`config.mk`:
```
export PLATFORM = sky130hd
export DESIGN_NAME = glyph_row_fetcher
export DESIGN_NICKNAME = d
export VERILOG_FILES = /design/src/rtl/glyph_row_fetcher.sv
export SDC_FILE = /design/constraint.sdc
export NUM_CORES = 1
export LEC_CHECK = 0
export BUFFER_PORTS_ARGS = -buffer_cell sky130_fd_sc_hd__buf_2
export CORE_UTILIZATION = 38
export DETAILED_ROUTE_END_ITERATION = 10
export GPL_ROUTABILITY_DRIVEN = 0
export GPL_TIMING_DRIVEN = 0
export HOLD_SLACK_MARGIN = 0.12
export PLACE_DENSITY = 0.67
export SETUP_SLACK_MARGIN = 0.1
export SKIP_CTS_REPAIR_TIMING = 1
export SLEW_MARGIN = 20
export SYNTH_ARGS = -nofsm -noshare
export SYNTH_HDL_FRONTEND = slang
export SYNTH_SLANG_ARGS = --single-unit
```
`constraint.sdc`:
```
create_clock -name clk -period 3.35 [get_ports clk]
set_input_delay 0.335 -clock clk [delete_from_list [all_inputs] [get_ports clk]]
set_output_delay 0.335 -clock clk [all_outputs]
set_load 0.01 [all_outputs]
```
`src/rtl/glyph_row_fetcher.sv`:
```
// ============================================================================
// Module  : glyph_row_fetcher
// Brief   : Fetches one 8-pixel glyph row from a 1-bit wishbone ROM, with a
//           one-entry {char,row} cache that bypasses the ROM on repeats.
// Revision: 1.0
// ============================================================================
`default_nettype none

module glyph_row_fetcher #(
  parameter int CHAR_W  = 7,
  parameter int ROW_W   = 4,
  parameter int COL_W   = 3,
  localparam int GLYPH_W = 1 << COL_W,
  localparam int ADDR_W  = CHAR_W + ROW_W + COL_W
) (
  input  logic               clk,
  input  logic               rst_n,
  input  logic               i_req_valid,
  output logic               o_req_ready,
  input  logic [CHAR_W-1:0]  i_req_char,
  input  logic [ROW_W-1:0]   i_req_row,
  input  logic               i_flush,
  output logic               o_row_valid,
  input  logic               i_row_ready,
  output logic [GLYPH_W-1:0] o_row_data,
  output logic               o_wb_stb,
  output logic [ADDR_W-1:0]  o_wb_addr,
  input  logic               i_wb_ack,
  input  logic               i_wb_stall,
  input  logic               i_wb_data,
  output logic               o_err
);

  localparam int CNT_W = COL_W + 1;

  localparam logic [1:0] S_IDLE  = 2'd0;
  localparam logic [1:0] S_FETCH = 2'd1;
  localparam logic [1:0] S_DONE  = 2'd2;

  logic [1:0]         r_state;
  logic [1:0]         w_next_state;
  logic               r_ready_en;
  logic [CHAR_W-1:0]  r_char;
  logic [ROW_W-1:0]   r_row;
  logic [CNT_W-1:0]   r_issue_cnt;
  logic [CNT_W-1:0]   r_ack_cnt;
  logic [GLYPH_W-1:0] r_shift;
  logic [GLYPH_W-1:0] r_row_data;
  logic               r_cache_valid;
  logic [CHAR_W-1:0]  r_cache_char;
  logic [ROW_W-1:0]   r_cache_row;
  logic [GLYPH_W-1:0] r_cache_data;
  logic               r_err;

  logic               w_accept;
  logic               w_hit;
  logic [CNT_W-1:0]   w_outstanding;
  logic               w_ack_ok;
  logic               w_last_ack;
  logic               w_issue;
  logic [GLYPH_W-1:0] w_row_next;

  assign w_accept      = i_req_valid && o_req_ready;
  assign w_hit         = r_cache_valid && !i_flush &&
                         (i_req_char == r_cache_char) && (i_req_row == r_cache_row);
  assign w_outstanding = r_issue_cnt - r_ack_cnt;
  // An ack with nothing outstanding (including leftovers from before a reset) is stray.
  assign w_ack_ok      = i_wb_ack && (w_outstanding != '0);
  assign w_last_ack    = w_ack_ok && !r_ack_cnt[COL_W] && (&r_ack_cnt[COL_W-1:0]);
  assign w_issue       = o_wb_stb && !i_wb_stall;
  assign w_row_next    = {r_shift[GLYPH_W-2:0], i_wb_data};

  assign o_wb_addr  = {r_char, r_row, r_issue_cnt[COL_W-1:0]};
  assign o_row_data = r_row_data;
  assign o_err      = r_err;

  always_ff @(posedge clk or negedge rst_n) begin
    if (!rst_n) begin
      r_state    <= S_IDLE;
      r_ready_en <= 1'b0;
    end else begin
      r_state    <= w_next_state;
      r_ready_en <= 1'b1;
    end
  end

  always_comb begin
    w_next_state = r_state;
    case (r_state)
      S_IDLE:  if (w_accept)    w_next_state = w_hit ? S_DONE : S_FETCH;
      S_FETCH: if (w_last_ack)  w_next_state = S_DONE;
      S_DONE:  if (i_row_ready) w_next_state = S_IDLE;
      default:                  w_next_state = S_IDLE;
    endcase
  end

  always_comb begin
    o_req_ready = 1'b0;
    o_wb_stb    = 1'b0;
    o_row_valid = 1'b0;
    case (r_state)
      S_IDLE:  o_req_ready = r_ready_en;
      S_FETCH: o_wb_stb    = !r_issue_cnt[COL_W];
      S_DONE:  o_row_valid = 1'b1;
      default: ;
    endcase
  end

  always_ff @(posedge clk or negedge rst_n) begin
    if (!rst_n) begin
      r_char      <= '0;
      r_row       <= '0;
      r_issue_cnt <= '0;
      r_ack_cnt   <= '0;
      r_shift     <= '0;
      r_row_data  <= '0;
    end else begin
      if (w_accept) begin
        r_char      <= i_req_char;
        r_row       <= i_req_row;
        r_issue_cnt <= '0;
        r_ack_cnt   <= '0;
        if (w_hit) r_row_data <= r_cache_data;
      end else begin
        if (w_issue) r_issue_cnt <= r_issue_cnt + 1'b1;
        if (w_ack_ok) begin
          r_ack_cnt <= r_ack_cnt + 1'b1;
          r_shift   <= w_row_next;
        end
        if (w_last_ack) r_row_data <= w_row_next;
      end
    end
  end

  // A flush coinciding with the final ack still lets the row through but leaves it uncached.
  always_ff @(posedge clk or negedge rst_n) begin
    if (!rst_n) begin
      r_cache_valid <= 1'b0;
      r_cache_char  <= '0;
      r_cache_row   <= '0;
      r_cache_data  <= '0;
    end else if (w_last_ack) begin
      r_cache_valid <= !i_flush;
      r_cache_char  <= r_char;
      r_cache_row   <= r_row;
      r_cache_data  <= w_row_next;
    end else if (i_flush) begin
      r_cache_valid <= 1'b0;
    end
  end

  always_ff @(posedge clk or negedge rst_n) begin
    if (!rst_n) begin
      r_err <= 1'b0;
    end else if (i_wb_ack && (w_outstanding == '0)) begin
      r_err <= 1'b1;
    end
  end

endmodule

`default_nettype wire

```
Word level (Yosys, flattened, before mapping)
Index checks and enable logic that the tools add are counted.

$add $sub $neg: 3. Multiplexer cells: 17. Bitwise operators: 1. Equality and inequality tests: 8. Reduce and logical (&&, ||, !) cells: 24.

Operator list (count): $mux W8 (3); $mux W4 (4); $logic_and A1 B1 Y1 (9); $add A4 B1 Y4 const B (2); $mux W2 (4); $reduce_bool A2 Y1 (4); $eq A7 B7 Y1 (1); $ne A2 B2 Y1 const B (3); $pmux W2 S3 (1); $reduce_and A3 Y1 (2); $mux W1 (5); $eq A4 B4 Y1 (1); $logic_not A1 Y1 (4); $logic_not A4 Y1 (1); $reduce_and A2 Y1 (2); $reduce_bool A4 Y1 (1); $sub A4 B4 Y4 (1); $eq A2 B1 Y1 const B (1); $eq A2 B2 Y1 const B (1); $logic_not A2 Y1 (1); $ne A2 B1 Y1 const B (1); $not A1 Y1 (1).

Word-level logic and storage cells: 66. Register bits: 58. Input port bits: 19. Output and inout port bits: 26.

Longest topological paths before layout
Depth after elaboration: 7. Mapped depth: 9. Mapped depth without buffers: 7.

Worst setup path before layout
Ideal clock, no wire load.

Path type: reg-to-reg. Start: reg r_issue_cnt[2]. End: reg r_shift[0]. Cell stages (with the launch flop): 8. Clock period less this slack: 2.186 ns. Required time: 3.225 ns. Setup time: 0.125 ns. Arrival: 2.061 ns. Setup slack: 1.164 ns. Path buffers: 1. Cell sequence: dfrtp_1 ha_1 a21oi_2 and2_1 xnor3_2 a211o_1 buf_6 mux2_4.

Cells in the longest elaborated chain, start to end: 4.

RTL lines: start: declaration (RTL line 45) `logic [CNT_W-1:0] r_issue_cnt;`; start signal: assignment (RTL line 125) `if (w_issue) r_issue_cnt <= r_issue_cnt + 1'b1;`; $sub A4 B4 Y4 (RTL line 66) `assign w_outstanding = r_issue_cnt - r_ack_cnt;`; $reduce_bool A4 Y1 (RTL line 68) `assign w_ack_ok = i_wb_ack && (w_outstanding != '0);`; $logic_and A1 B1 Y1 (RTL line 68); $reduce_and A2 Y1 (no source line); end signal: assignment (RTL line 128) `r_shift <= w_row_next;`; end: declaration (RTL line 47) `logic [GLYPH_W-1:0] r_shift;`.

No other way between the ends. A chain may end at the register's enable or synchronous reset.

Worst setup path in the final report
Start: reg r_ack_cnt[2]. End: reg r_shift[1].

Cells in the longest elaborated chain, start to end: 4.

RTL lines: start: declaration (RTL line 46) `logic [CNT_W-1:0] r_ack_cnt;`; start signal: assignment (RTL line 127) `r_ack_cnt <= r_ack_cnt + 1'b1;`; $sub A4 B4 Y4 (RTL line 66); $reduce_bool A4 Y1 (RTL line 68); $logic_and A1 B1 Y1 (RTL line 68); $reduce_and A2 Y1 (no source line).

No other way between the ends.

==> impl_results.md <==
* FMAX at 426 MHz
* Mapped cell area at 2880 sq um
* Worst min-delay path category: input port to flop
* Nets at 344
* First-pass GRT wire length at 10100 um
* Max-Cap Viols at 0
* P_int at 2.18 mW
* Minimum clock period at 2.35 ns
* Antenna-violating nets left at 0
* Leakage at 1.72 nW
* Routed wire length at 6340 um
* Worst-Skew Late Latency at 0.34 ns
* Vias at 2158
* GRT overflow at 0
* Initial antenna violation count at 0
* Top cell type's share of synthesized area at 0.504
* Clock power frac at 0.226
* # diodes at 0
* Main synth FF type: dfrtp_1
* Root Driver: clkbuf_8
* Status: complete, no violations
* Worst r2r dst: r_shift[1]
* Via density at 5.10
* Flops & latches, synth at 58
* # rows at 31
* Crit path DAT at 2.57 ns
* Crit path launch type: flop
* Commonest non-fill, non-tap cell in the layout: dfrtp_1
* Kind of critical path: flop to flop
* Die height at 89.1 um
* Syn Nets at 289
* Synthesis Warnings at 0
* Layout cells sized above 1 at 0.309
* Dpl ws at 1.02 ns
* Post-synthesis sequential area ratio at 0.504
* Final Hold Viols at 0
* DRT Pass-1 Iters at 4
* CP endpoint kind: flop
* HP Start: i_req_char[6]
* Setup Viol. Count Final at 0
* Via count of the first global-routing pass at 2020
* Worst reg2reg path depth at 8
* RSZ-0062 raised after global routing: no
* Area of the core at 7290 sq um
* VDD IR max at 0.395 mV
* Flop2flop setup slack at 1.00 ns
* Synth Instances at 264
* Hold path depth at 3
* Reg clk slew, reported paths at 0.07 ns
* Syn avg cell area at 10.9 sq um
* GR Util All Layers at 0.172
* Psw at 1.22 mW
* DRT iter0 DRCs at 186
* Top post-synthesis cells by area: dfrtp_1 (50%), mux2_2 (7.4%), nand2_1 (6.3%), mux2_4 (3.6%), xor2_1 (3.6%)
* Layout area overhead at 20.3%
* Initial Utilization at 0.395
* CTS Sinks at 58
* Clock buffer depth at 2
* PwrDens at 983 nW/um^2
* Slew headroom at 0.505
* Final critical-path share of the clock period at 0.701
* Largest net degree at the start of global routing at 59
* CTS tree: built
* FFs w/ async S/R, synth at 1.00
* Drt drc at 0
* Synth cell types at 43
* WP data required at 3.57 ns
* Post-DP HPWL at 4240 um
* WL/cell at 15.0 um
* Port bufs at 43
* Switching Fraction at 0.359
* Worst-Margin Slew at 0.743 ns
* Hold path endpoint: r_char[6]
* Die area at 7940 sq um
* Logic pwr share at 0.402
* CP Max Fanout at 7
* Number of enable flip-flop cells after synthesis at 0
* Max-slew violation count at 0
* Die Wd at 89.1 um
* Commonest cells after routing, fill and taps aside: dfrtp_1 (58), nand2_1 (48), buf_2 (48)
* Dominant cell type by area after synthesis: dfrtp_1
* Top Ports at 45
* Setup WS post-layout at 1.00 ns
* Num CTS Buffers at 9
* H-Tree Depth at 3
* TNS Setup at 0 ns
* Sequential Power Share at 0.371
* Final Skew at 0.00739 ns
* Worst r2r src: r_ack_cnt[2]
-- state kept, by name, indices dropped and copies added (netlist names) --
name           count
r_state            2
o_err              1
r_cache_row        4
r_cache_valid      1
r_cache_char       7
o_row_data         8
r_issue_cnt        4
r_char             7
r_ack_cnt          4
r_ready_en         1
r_cache_data       8
r_row              4
r_shift            7
-- area by class of cell --
| type | count | area (sq um) |
|---|---|---|
| clock inverters | 6 | 105 |
| well taps | 99 | 124 |
| flip-flops and latches | 58 | 1450 |
| plain buffers | 17 | 90.1 |
| repair buffers | 44 | 228 |
| clock buffers | 10 | 128 |
| fillers | 704 | 3830 |
| multi-input cells | 183 | 1320 |
| inverters | 6 | 22.5 |
-- kinds of logic (layout without fill, tap and decap cells) --
group	count (synthesis)	in the layout	synth area share
other	1	1	0.00130
DFF	58	58	0.504
and+or+nand+nor	101	101	0.172
AOI/OAI and AO/OA	30	30	0.0829
buffers and inverters	23	83	0.0391
xor gates and xnor gates	15	15	0.0508
muxes	30	30	0.125
adders and majority gates	6	6	0.0261
-- power groups by stage --
| stage | Sequential, mW | Combinational [mW] | Clock (mW) |
|---|---|---|---|
| 6_report | 1.26 | 1.37 | 0.770 |
| 5_1_grt | 1.31 | 1.52 | 0.828 |
| 4_1_cts | 1.26 | 1.39 | 0.791 |
| 3_5_place_dp | 1.27 | 1.38 | 0 |
| 3_3_place_gp | 1.26 | 1.34 | 0 |
| 2_1_floorplan | 1.27 | 0.968 | 0 |
-- cells in the mapped netlist (3+ instances only) --
| master | count |
|---|---|
| mux2_2 | 19 |
| o211ai_1 | 8 |
| inv_1 | 6 |
| buf_4 | 3 |
| a32oi_1 | 10 |
| mux2_4 | 7 |
| mux2i_1 | 4 |
| xor2_1 | 12 |
| nor2_1 | 11 |
| nor3_1 | 10 |
| nor2b_1 | 3 |
| nand3b_1 | 10 |
| dfrtp_1 | 58 |
| buf_2 | 6 |
| nor4_1 | 5 |
| ha_1 | 6 |
| clkbuf_1 | 5 |
| nand2_1 | 48 |
-- critical path: stages, from the launching register on --
cell	delay [ns]
dfrtp_1	0.40
inv_1	0.08
ha_1	0.33
a21oi_2	0.16
and2_1	0.15
xnor3_2	0.33
a211o_1	0.33
buf_6	0.15
mux2_4	0.29
-- worst max-delay path by stage --
stage / cells past startpoint / end / start
floorplan: 7 / r_shift[0] / r_issue_cnt[2]
global placement: 8 / r_shift[1] / r_ack_cnt[2]
detailed placement: 8 / r_shift[2] / r_ack_cnt[2]
CTS: 8 / r_shift[1] / r_ack_cnt[2]
global route: 8 / r_cache_data[1] / r_issue_cnt[0]
finish: 8 / r_shift[1] / r_ack_cnt[2]
-- layer usage --
metal  vias up  part of all wire  wire length (um)  global-route usage
met5         -                 0                 0                   0
met4         0            0.0080                51              0.0462
met3         4             0.045               288              0.0563
met2        61              0.48              3030               0.271
met1      1059              0.47              2970               0.229
li1       1034                 -                 -                   -
-- through the flow --
step                      hold slack [ns]  instance area [sq um]  total power [mW]  instances  utilization
after floorplan                    0.0394                   2880              2.24        264            -
after global placement              0.455                   3220              2.60        406        0.442
after detailed placement            0.450                   3220              2.65        406        0.442
after CTS                          0.0851                   3460              3.44        422        0.474
after global routing                0.205                   3470              3.65        423        0.475
final                               0.209                   3470              3.41        423        0.475
No activity file was read; power rests on OpenSTA's default activity.
